## config.mk

```make
export PLATFORM = sky130hd
export DESIGN_NAME = video_scanout
export DESIGN_NICKNAME = d
export VERILOG_FILES = /design/src/rtl/video_pkg.sv /design/src/rtl/video_axis_counter.sv /design/src/rtl/video_scanout.sv
export SDC_FILE = /design/constraint.sdc
export NUM_CORES = 1
export LEC_CHECK = 0
export BUFFER_PORTS_ARGS = -buffer_cell sky130_fd_sc_hd__buf_2
export CAP_MARGIN = 10
export CORE_ASPECT_RATIO = 0.9
export CORE_MARGIN = 10
export CORE_UTILIZATION = 56
export CTS_BUF_LIST = sky130_fd_sc_hd__clkbuf_2 sky130_fd_sc_hd__clkbuf_4 sky130_fd_sc_hd__clkbuf_8
export CTS_CLUSTER_SIZE = 25
export DETAILED_ROUTE_END_ITERATION = 10
export GPL_TIMING_DRIVEN = 0
export PLACE_DENSITY_LB_ADDON = 0.25
export SLEW_MARGIN = 20
export SYNTH_ARGS = -nofsm -noshare
export SYNTH_HDL_FRONTEND = slang
export SYNTH_HIERARCHICAL = 1
export SYNTH_SLANG_ARGS = --single-unit
```

## constraint.sdc

```tcl
create_clock -name i_clock -period 5.2 [get_ports i_clock]
set_input_delay 0.26 -clock i_clock [delete_from_list [all_inputs] [get_ports i_clock]]
set_output_delay 0.26 -clock i_clock [all_outputs]
set_load 0.01 [all_outputs]
```

## src/rtl/video_pkg.sv

```systemverilog
// Shared types and standard timing constants for the video scanout path.
package video_pkg;

    typedef struct packed {
        logic [7:0] r;
        logic [7:0] g;
        logic [7:0] b;
    } rgb_t;

    // One raster axis, in pixels (horizontal) or lines (vertical).
    typedef struct packed {
        logic [15:0] active;
        logic [15:0] front;
        logic [15:0] sync;
        logic [15:0] back;
    } video_timing_t;

    localparam video_timing_t TIMING_320X200_H = '{active: 16'd320, front: 16'd8,  sync: 16'd32, back: 16'd40};
    localparam video_timing_t TIMING_320X200_V = '{active: 16'd200, front: 16'd3,  sync: 16'd4,  back: 16'd6};
    localparam video_timing_t TIMING_640X480_H = '{active: 16'd640, front: 16'd16, sync: 16'd96, back: 16'd48};
    localparam video_timing_t TIMING_640X480_V = '{active: 16'd480, front: 16'd10, sync: 16'd2,  back: 16'd33};

    function automatic int timing_total(video_timing_t t);
        return int'(t.active) + int'(t.front) + int'(t.sync) + int'(t.back);
    endfunction

endpackage

```

## src/rtl/video_axis_counter.sv

```systemverilog
// Wrapping raster counter for one axis, with active-area and sync-window decode.
module video_axis_counter
    import video_pkg::*;
#(
    parameter video_timing_t TIMING = TIMING_320X200_H,
    parameter int            W      = 10
) (
    input  logic         clk,
    input  logic         rst_n,
    input  logic         en,
    output logic [W-1:0] cnt,
    output logic         wrap,
    output logic         active,
    output logic         sync
);

    localparam int TOTAL      = timing_total(TIMING);
    localparam int SYNC_START = int'(TIMING.active) + int'(TIMING.front);
    localparam int SYNC_END   = SYNC_START + int'(TIMING.sync);

    assign wrap   = (cnt == W'(TOTAL - 1));
    assign active = (cnt < W'(int'(TIMING.active)));
    assign sync   = (cnt >= W'(SYNC_START)) && (cnt < W'(SYNC_END));

    // NOTE: sequential state uses <= so every register samples pre-edge values.
    always_ff @(posedge clk or negedge rst_n) begin
        if (!rst_n) begin
            cnt <= '0;
        end else if (en) begin
            cnt <= wrap ? '0 : cnt + W'(1);
        end
    end

endmodule

```

## src/rtl/video_scanout.sv

```systemverilog
// Video timing generator and scanout engine: requests pixels, registers the returned RGB.
// Optional vertical-blank interrupt and frame counter: define VIDEO_SCANOUT_IRQ_EN.
module video_scanout
    import video_pkg::*;
#(
    parameter int H_ACTIVE      = 320,
    parameter int H_FRONT       = 8,
    parameter int H_SYNC        = 32,
    parameter int H_BACK        = 40,
    parameter int V_ACTIVE      = 200,
    parameter int V_FRONT       = 3,
    parameter int V_SYNC        = 4,
    parameter int V_BACK        = 6,
    parameter int CLK_PER_PIXEL = 16,
    parameter bit HSYNC_POL     = 1'b0,
    parameter bit VSYNC_POL     = 1'b0
) (
    input  logic        i_clock,
    input  logic        i_reset_n,
    output logic        o_video_request,
    output logic [8:0]  o_video_pos_x,
    output logic [8:0]  o_video_pos_y,
    input  logic [31:0] i_video_rdata,
    output rgb_t        o_rgb,
    output logic        o_de,
    output logic        o_hsync,
    output logic        o_vsync,
    output logic        o_vblank_irq
);

    localparam int CNT_W = 10;
    localparam int DIV_W = $clog2(CLK_PER_PIXEL);

    localparam video_timing_t H_TIMING = '{active: 16'(H_ACTIVE), front: 16'(H_FRONT),
                                           sync:   16'(H_SYNC),   back:  16'(H_BACK)};
    localparam video_timing_t V_TIMING = '{active: 16'(V_ACTIVE), front: 16'(V_FRONT),
                                           sync:   16'(V_SYNC),   back:  16'(V_BACK)};

    logic [DIV_W-1:0] div;
    logic             tick;
    logic             tick_d;
    logic [CNT_W-1:0] h_cnt, v_cnt;
    logic             h_wrap, v_wrap;
    logic             h_active, v_active;
    logic             h_sync, v_sync;
    logic             hsync_req, vsync_req;

    assign tick = (div == DIV_W'(CLK_PER_PIXEL - 1));

    always_ff @(posedge i_clock or negedge i_reset_n) begin
        if (!i_reset_n) begin
            div <= '0;
        end else begin
            div <= tick ? '0 : div + DIV_W'(1);
        end
    end

    video_axis_counter #(.TIMING(H_TIMING), .W(CNT_W)) u_h_counter (
        .clk    (i_clock),
        .rst_n  (i_reset_n),
        .en     (tick),
        .cnt    (h_cnt),
        .wrap   (h_wrap),
        .active (h_active),
        .sync   (h_sync)
    );

    video_axis_counter #(.TIMING(V_TIMING), .W(CNT_W)) u_v_counter (
        .clk    (i_clock),
        .rst_n  (i_reset_n),
        .en     (tick && h_wrap),
        .cnt    (v_cnt),
        .wrap   (v_wrap),
        .active (v_active),
        .sync   (v_sync)
    );

    // Request stage: registered copy of the counters, so each pixel is presented
    // for a full period and the capture edge is the one closing that period.
    always_ff @(posedge i_clock or negedge i_reset_n) begin
        if (!i_reset_n) begin
            o_video_request <= 1'b0;
            o_video_pos_x   <= '0;
            o_video_pos_y   <= '0;
            hsync_req       <= 1'b0;
            vsync_req       <= 1'b0;
            tick_d          <= 1'b0;
        end else begin
            o_video_request <= h_active && v_active;
            o_video_pos_x   <= (h_active && v_active) ? h_cnt[8:0] : 9'd0;
            o_video_pos_y   <= (h_active && v_active) ? v_cnt[8:0] : 9'd0;
            hsync_req       <= h_sync;
            vsync_req       <= v_sync;
            tick_d          <= tick;
        end
    end

    // Output stage: blind capture of the returned pixel plus the delayed syncs.
    always_ff @(posedge i_clock or negedge i_reset_n) begin
        if (!i_reset_n) begin
            o_rgb   <= '0;
            o_de    <= 1'b0;
            o_hsync <= ~HSYNC_POL;
            o_vsync <= ~VSYNC_POL;
        end else if (tick_d) begin
            o_rgb   <= o_video_request ? rgb_t'(i_video_rdata[23:0]) : '0;
            o_de    <= o_video_request;
            o_hsync <= hsync_req ? HSYNC_POL : ~HSYNC_POL;
            o_vsync <= vsync_req ? VSYNC_POL : ~VSYNC_POL;
        end
    end

`ifdef VIDEO_SCANOUT_IRQ_EN
    logic        vblank_start;
    logic [15:0] frame_cnt;
    logic        unused_frame_cnt;

    assign vblank_start     = tick && h_wrap && (v_cnt == CNT_W'(V_ACTIVE - 1));
    assign unused_frame_cnt = ^frame_cnt;

    always_ff @(posedge i_clock or negedge i_reset_n) begin
        if (!i_reset_n) begin
            o_vblank_irq <= 1'b0;
            frame_cnt    <= '0;
        end else begin
            o_vblank_irq <= vblank_start;
            if (vblank_start) begin
                frame_cnt <= frame_cnt + 16'd1;
            end
        end
    end
`else
    assign o_vblank_irq = 1'b0;
`endif

    logic unused_bits;
    assign unused_bits = ^{i_video_rdata[31:24], v_wrap, h_cnt[CNT_W-1:9], v_cnt[CNT_W-1:9]};

endmodule

```

==> metrics.txt, run 1 <==
Synth area leaders=dfrtp_1, o21ai_0, and3_2; Via Count=2414; Hold Worst Slack=137 ps; Compound-Gate Fraction of Synth Area=0.0743; most common flop cell mapped by yosys=dfrtp_1; maximum clock path buffer count=2; power density cells=284 nW/um^2; syn nets=337; number of maximum-capacitance constraint violations=0; vias in the first global route=2398; Data arrival, critical path=2570 ps; first-pass GRT wire length=11400 um; headroom to the max-slew limit=0.427; RSZ-0062 raised after global routing=false; net load switching power=0.000240 W; switching part of the total=0.217; classification of the worst-slack hold path=in -> reg; post-synthesis sequential area ratio=0.572; width of the die=99.7 um; largest driver fanout on the critical path=10; starting density of the core=0.572; flop and latch count out of synthesis=73; Avg Synthesized Cell Area=10.7 um^2; summed negative setup slack over all endpoints=0 ps; Skew-Pair Late Insertion Delay=350 ps; number of buffers created by CTS=9; measured slew at the worst slew-check pin=853 ps; Routability Congestion=0.836; clock edge transition at the registers on the reported setup and hold paths=80 ps; HPWL Detailed=4990 um; number of hold violations in the final report=0; fin crit share=0.442; area of the core=5600 um^2; Leak Pwr=1.97 nW; die area=9140 um^2; peak supply drop=201 uV; number of nets in the layout=421; number of buffers inserted by port buffering=71; EDFF count, synth=0; synthesis-to-layout area growth=21.9%; slowest stage cell, crit path=dfrtp_1; post-synthesis adder-cell area fraction=0.0156; logic gate share of total power=0.042; clock root buffer=clkbuf_8; Pwr Total=0.00111 W; routed length per instance=14.8 um; combinational family with the most area after synthesis=simple AND/OR/NAND/NOR gates; r2r startpoint=u_h_counter/cnt[4]; number of antenna violations at the first check in global routing=0; area share of and/or/nand/nor cells after synthesis=0.212; Gate Count Post-Synth=299; delay contributed by the slowest stage of the critical path=480 ps; type of the worst setup path=reg -> reg; global-route total usage across every layer=0.152; CTS tree=yes; Top Ports=81; sequential fraction of design power=0.526; Post CTS Setup Buffer Count=0; number of rows created at floorplan=26; xor-xnor portion of the synthesized cell area=0.0329; fraction of final layout cells sized beyond drive strength 1=0.361; number of max-slew violations in the final report=0; total standard cell area after synthesis=3200 um^2; number of warnings issued by yosys=6; final critical delay including setup and external delays=2300 ps; Setup WS post-layout=2900 ps; worst min-delay path startpoint=i_video_rdata[0]; internal power of the cells=0.000866 W; diode count=0; required arrival time at the worst endpoint=5460 ps; detailed-route DRC error count=0; library cell occupying the most area in the post-synthesis netlist=dfrtp_1; maximum clock frequency=435 MHz; total setup violations reported at the end of the flow=0; total number of H-tree levels=3; proportion of power drawn by the clock network=0.432; Unique masters post-synth=45; asr flop ratio synth=1.00; CTS sink cnt=73; Routed WL=6790 um; outcome=complete, no violations; Final ANT Viol Nets=0; largest net degree at the start of global routing=53; category of the worst setup path launch point=flip-flop; routed via count divided by cell count=5.27; area share of the largest cell type after synthesis=0.555; multiplexer area fraction after synthesis=0.0199; largest clock skew in the final design=10.6 ps; category of the worst setup path capture point=flip-flop; start point of the critical path=u_h_counter/cnt[4]; DRC marker count from the first detailed-route iteration=94; First-pass DRT Iterations=4; grt total ovfl=0; crit-path cells=nor4_2, and3_1, buf_2, and2_1, and2_1, buf_2, nand4_1, or2_2, o21ai_0; floorplan die height=91.7 um; post-placement setup slack=2910 ps
-- power groups by stage --
| stage | Combinational, W | Sequential (W) | Clock (W) |
|---|---|---|---|
| after floorplan | 0.00000683 | 0.000598 | 0 |
| after global placement | 0.0000440 | 0.000592 | 0 |
| after CTS | 0.0000486 | 0.000581 | 0.000489 |
| final | 0.0000470 | 0.000581 | 0.000478 |
| after detailed placement | 0.0000479 | 0.000592 | 0 |
| after global routing | 0.0000536 | 0.000582 | 0.000516 |
-- cells in the final DEF, fill, tap and decap left out, types with 2 or more instances in the layout --
| cell | n |
|---|---|
| o21ai_0 | 31 |
| or2_2 | 2 |
| and2_1 | 3 |
| mux2i_1 | 3 |
| nand4_1 | 8 |
| nand2b_1 | 3 |
| nor3_1 | 6 |
| xnor2_1 | 4 |
| ha_1 | 4 |
| clkinv_2 | 2 |
| bufinv_16 | 2 |
| inv_1 | 34 |
| nand2_1 | 13 |
| clkbuf_1 | 3 |
| buf_4 | 4 |
| a31oi_1 | 4 |
| nand3_1 | 26 |
| mux2_2 | 3 |
| clkbuf_8 | 9 |
| dfrtp_1 | 71 |
| xor2_1 | 8 |
| nor2_1 | 9 |
| buf_2 | 83 |
| and3_1 | 3 |
| nor4_1 | 2 |
| dfstp_2 | 2 |
| clkinvlp_4 | 2 |
| and3_2 | 20 |
-- what timing repair did --
action | in CTS | in global routing
resized for setup | 0 | 0
hold endpoints to repair | 21 | 0
hold buffers | 1 | 0
-- worst paths after layout --
check	endpoint	slack [ps]	cells past startpoint
worst max-delay path	u_v_counter/cnt[3]	2900	9
worst min-delay path	o_rgb[0]	140	3
worst max register to register	u_v_counter/cnt[3]	2900	9
worst min register to register	o_hsync	390	1
max in group asynchronous	o_hsync	4260	3
min in group asynchronous	o_rgb[5]	340	2
-- registers in the layout (all words and copies together) (netlist names), 4 cells and up --
name	cells
div	4
u_v_counter/cnt	10
o_video_pos_y	9
u_h_counter/cnt	10
o_rgb	24
o_video_pos_x	9
-- layer usage --
layer,GRT usage,wire length (um),part of all wire
met5,0,0,0
met4,0.0632,101,0.015
met3,0.0690,603,0.089
met2,0.220,3090,0.45
met1,0.191,3000,0.44
-- Yosys cell counts, types with 2 or more instances --
cell and number:
a31oi_1 4, or2_2 2, and3_1 3, dfrtp_1 71
nor4_1 2, nor3_1 6, nand2_1 13, nand2b_1 3
mux2_2 3, mux2i_1 3, nand4_1 8, buf_2 13
nor2_1 9, clkbuf_1 3, dfstp_2 2, buf_4 3
and2_1 3, nand3_1 26, xnor2_1 4, inv_1 34
o21ai_0 31, xor2_1 8, and3_2 20, ha_1 4
-- area by class of cell --
cell class / count / area, um^2
plain buffers: 20 / 104
clock buffers: 9 / 124
repair buffers: 73 / 395
multi-input cells: 172 / 1140
flip-flops and latches: 73 / 1830
well taps: 70 / 87.6
fillers: 422 / 1700
clock inverters: 7 / 93.8
inverters: 34 / 128
-- critical path: cells and delay by family (launching register included) --
family                 cells  cell delay, ps
AOI/OAI and AO/OA          1             150
and+or+nand+nor            6            1220
buffers and inverters      2             370
DFF                        1             480
-- cells by family (layout without fill, tap and decap cells) --
| kind of cell | Yosys count | in the layout |
|---|---|---|
| simple gates | 107 | 107 |
| flops | 73 | 73 |
| buf+inv | 54 | 143 |
| compound gates | 42 | 42 |
| xor+xnor | 12 | 12 |
| mux | 6 | 6 |
| fa+ha+maj | 4 | 4 |
| other cells | 1 | 1 |
-- metrics by stage --
stage	instances	utilization	cell area (um^2)
CTS	458	0.697	3900
detailed placement	441	0.656	3670
floorplan	299	-	3200
global placement	440	0.651	3640
finish	458	0.697	3900
global route	458	0.697	3900
(Power assumes the default switching activity.)
==> run 2: changes to the inputs <==
--- a/config.mk
+++ b/config.mk
@@ -9,7 +9,7 @@
 export CAP_MARGIN = 10
 export CORE_ASPECT_RATIO = 0.9
 export CORE_MARGIN = 10
-export CORE_UTILIZATION = 56
+export CORE_UTILIZATION = 55
 export CTS_BUF_LIST = sky130_fd_sc_hd__clkbuf_2 sky130_fd_sc_hd__clkbuf_4 sky130_fd_sc_hd__clkbuf_8
 export CTS_CLUSTER_SIZE = 25
 export DETAILED_ROUTE_END_ITERATION = 10
==> constraint.sdc (replaced) <==
create_clock -name i_clock -period 2.2 [get_ports i_clock]
set_input_delay 0.11 -clock i_clock [delete_from_list [all_inputs] [get_ports i_clock]]
set_output_delay 0.11 -clock i_clock [all_outputs]
set_load 0.01 [all_outputs]
==> run 2 against run 1 <==
Sequential power grew 140%. Critical path type unchanged. Sequential share of layout area shrank 1.7 points. Hold slack lost 130 ps. Routed wire length grew 11%.
==> metrics.txt, run 2 (synthesis gave the netlist of run 1 again) <==
clock root buffer=clkbuf_8 (unchanged); Final ANT Viol Nets=0 (unchanged); area of the core=5660 um^2 (was 5600 um^2); power density cells=651 nW/um^2 (was 284 nW/um^2); net load switching power=0.000560 W (was 0.000240 W); detailed-route DRC error count=0 (unchanged); Biggest register=o_rgb (unchanged); number of antenna violations at the first check in global routing=0 (unchanged); internal power of the cells=0.00208 W (was 0.000866 W); biggest registers after layout=o_rgb (24), u_h_counter/cnt (10), u_v_counter/cnt (10) (unchanged); Setup WS post-layout=72.7 ps (was 2900 ps); largest net degree at the start of global routing=43 (was 53); slowest stage cell, crit path=dfrtp_2 (was dfrtp_1); number of nets in the layout=434 (was 421); number of max-slew violations in the final report=0 (unchanged); largest driver fanout on the critical path=10 (unchanged); HPWL Detailed=5100 um (was 4990 um); RSZ-0062 raised after global routing=false (unchanged); diode count=0 (unchanged); total number of H-tree levels=3 (unchanged); R2R Path End=u_v_counter/cnt[3] (unchanged); number of cells on the worst reg-to-reg path=9 (unchanged); Critical Path Sink=u_v_counter/cnt[3] (unchanged); number of maximum-capacitance constraint violations=0 (unchanged); Routed WL=7510 um (was 6790 um); CTS tree=yes (unchanged); measured slew at the worst slew-check pin=574 ps (was 853 ps); Leak Pwr=2.03 nW (was 1.97 nW); floorplan die height=92.4 um (was 91.7 um); fin crit share=0.967 (was 0.442); first-pass GRT wire length=12700 um (was 11400 um); headroom to the max-slew limit=0.616 (was 0.427); Top Ports=81 (unchanged); r2r startpoint=u_h_counter/cnt[9] (was u_h_counter/cnt[4]); multi-input combinational cell area=1170 um^2 (was 1140 um^2); final critical delay including setup and external delays=2130 ps (was 2300 ps); most common cell after layout, fill and taps aside=buf_2 (unchanged); start point of the critical path=u_h_counter/cnt[9] (was u_h_counter/cnt[4]); width of the die=100 um (was 99.7 um); switching part of the total=0.212 (was 0.217); maximum clock frequency=470 MHz (was 435 MHz); routed length per instance=15.9 um (was 14.8 um); register area=1830 um^2 (about the same); starting density of the core=0.565 (was 0.572); post-placement setup slack=-103 ps (was 2910 ps); grt total ovfl=0 (unchanged); maximum clock path buffer count=2 (unchanged); slack of the worst reg-to-reg path=70 ps (was 2900 ps); delay contributed by the slowest stage of the critical path=450 ps (was 480 ps); number of rows created at floorplan=26 (unchanged); number of hold violations in the final report=0 (unchanged); largest clock skew in the final design=8.66 ps (was 10.6 ps); final core area utilization=0.717 (was 0.697); number of buffers inserted by port buffering=71 (unchanged); fraction of final layout cells sized beyond drive strength 1=0.372 (was 0.361); number of flip-flops under the largest register name=24 (unchanged); total setup violations reported at the end of the flow=0 (unchanged); logic gate share of total power=0.048 (was 0.042); First-pass DRT Iterations=4 (unchanged); Data arrival, critical path=2390 ps (was 2570 ps); CTS sink cnt=73 (unchanged); Routability Congestion=0.856 (was 0.836); Inst Count DP=441 (unchanged); Hold Path Stages=3 (unchanged); peak supply drop=416 uV (was 201 uV); type of the worst setup path=reg -> reg (unchanged); vias in the first global route=2492 (was 2398); global-route total usage across every layer=0.167 (was 0.152); category of the worst setup path launch point=flip-flop (unchanged); routed via count divided by cell count=5.31 (was 5.27); crit-path cells=nor4_4, and3_1, buf_4, and2_1, and2_4, buf_6, nand4_1, or2_2, o21ai_0 (was nor4_2, and3_1, buf_2, and2_1, and2_1, buf_2, nand4_1, or2_2, o21ai_0); DRC marker count from the first detailed-route iteration=121 (was 94); sequential fraction of design power=0.521 (was 0.526); most frequent cells in the layout=buf_2, dfrtp_1, inv_1 (unchanged); Skew-Pair Late Insertion Delay=350 ps (about the same); number of filler cells placed in the layout=394 (was 422); category of the worst setup path capture point=flip-flop (unchanged); die area=9270 um^2 (was 9140 um^2); classification of the worst-slack hold path=in -> reg (unchanged); proportion of power drawn by the clock network=0.432 (about the same); synthesis-to-layout area growth=26.9% (was 21.9%); non-filler instance count after layout=471 (was 458); clock edge transition at the registers on the reported setup and hold paths=80 ps (about the same); number of buffers created by CTS=9 (unchanged); Via Count=2500 (was 2414); required arrival time at the worst endpoint=2460 ps (was 5460 ps); outcome=complete, no violations (unchanged)
==> run 2: through the flow <==
| step | instance area [um^2] | power (W) | hold slack, ps | TNS [ps] |
|---|---|---|---|---|
| floorplan | 3200 | 0.00143 | -186 | 0 |
| global placement | 3640 | 0.00150 | 345 | -50.9 |
| detailed placement | 3660 | 0.00151 | 124 | -128 |
| CTS | 4020 | 0.00267 | 1.53 | 0 |
| global route | 4060 | 0.00273 | 17.4 | 0 |
| finish | 4060 | 0.00264 | 4.53 | 0 |
==> run 2: how the worst min path moves through the flow <==
stage / endpoint / slack [ps] / startpoint
after floorplan: div[0] / -190 / i_reset_n
after global placement: o_rgb[11] / 340 / i_video_rdata[11]
after detailed placement: o_rgb[17] / 120 / i_reset_n
after CTS: o_rgb[17] / 2 / i_video_rdata[17]
after global routing: o_rgb[7] / 20 / i_video_rdata[7]
final: o_rgb[9] / 5 / i_video_rdata[9]
==> run 2: layout make-up <==
type	count	area share
clock inverter	5	0.0197
timing repair buffer	86	0.126
clock buffer	11	0.0342
tap	70	0.0216
sequential	73	0.452
multi-input combinational	172	0.287
inverter	34	0.0314
buffer	20	0.0277
==> run 2: what timing repair did <==
action / 4_1_cts / 5_1_grt
endpoints found under the hold margin: 50 / 0
gates cloned: 0 / 0
gates resized for setup: 2 / 9
pin swaps: 1 / 0
hold buffers: 12 / 0
endpoints found under the setup margin: 4 / 15
buffers inserted: 2 / 0
==> run 2: worst max-delay path, delay by kind of cell, from the launching register on <==
| family | cells | cell delay, ps |
|---|---|---|
| AND/OR/NAND/NOR | 6 | 1190 |
| flip-flops | 1 | 450 |
| buffers and inverters | 2 | 270 |
| AO/OA/AOI/OAI | 1 | 140 |
==> run 2: power by group through the flow <==
stage / sequential, W / clock [W] / combinational [W]
6_report: 0.00138 / 0.00114 / 0.000127
3_3_place_gp: 0.00140 / 0 / 0.000104
2_1_floorplan: 0.00141 / 0 / 0.0000161
5_1_grt: 0.00138 / 0.00121 / 0.000145
4_1_cts: 0.00137 / 0.00117 / 0.000129
3_5_place_dp: 0.00140 / 0 / 0.000111
==> run 2: routing by layer <==
layer	GRT usage	vias up	part of all wire	wire (um)
met3	0.0505	14	0.066	499
met5	0	-	0	0
met4	0.0765	0	0.023	171
met1	0.217	1210	0.45	3360
met2	0.252	65	0.46	3480
li1	-	1211	-	-
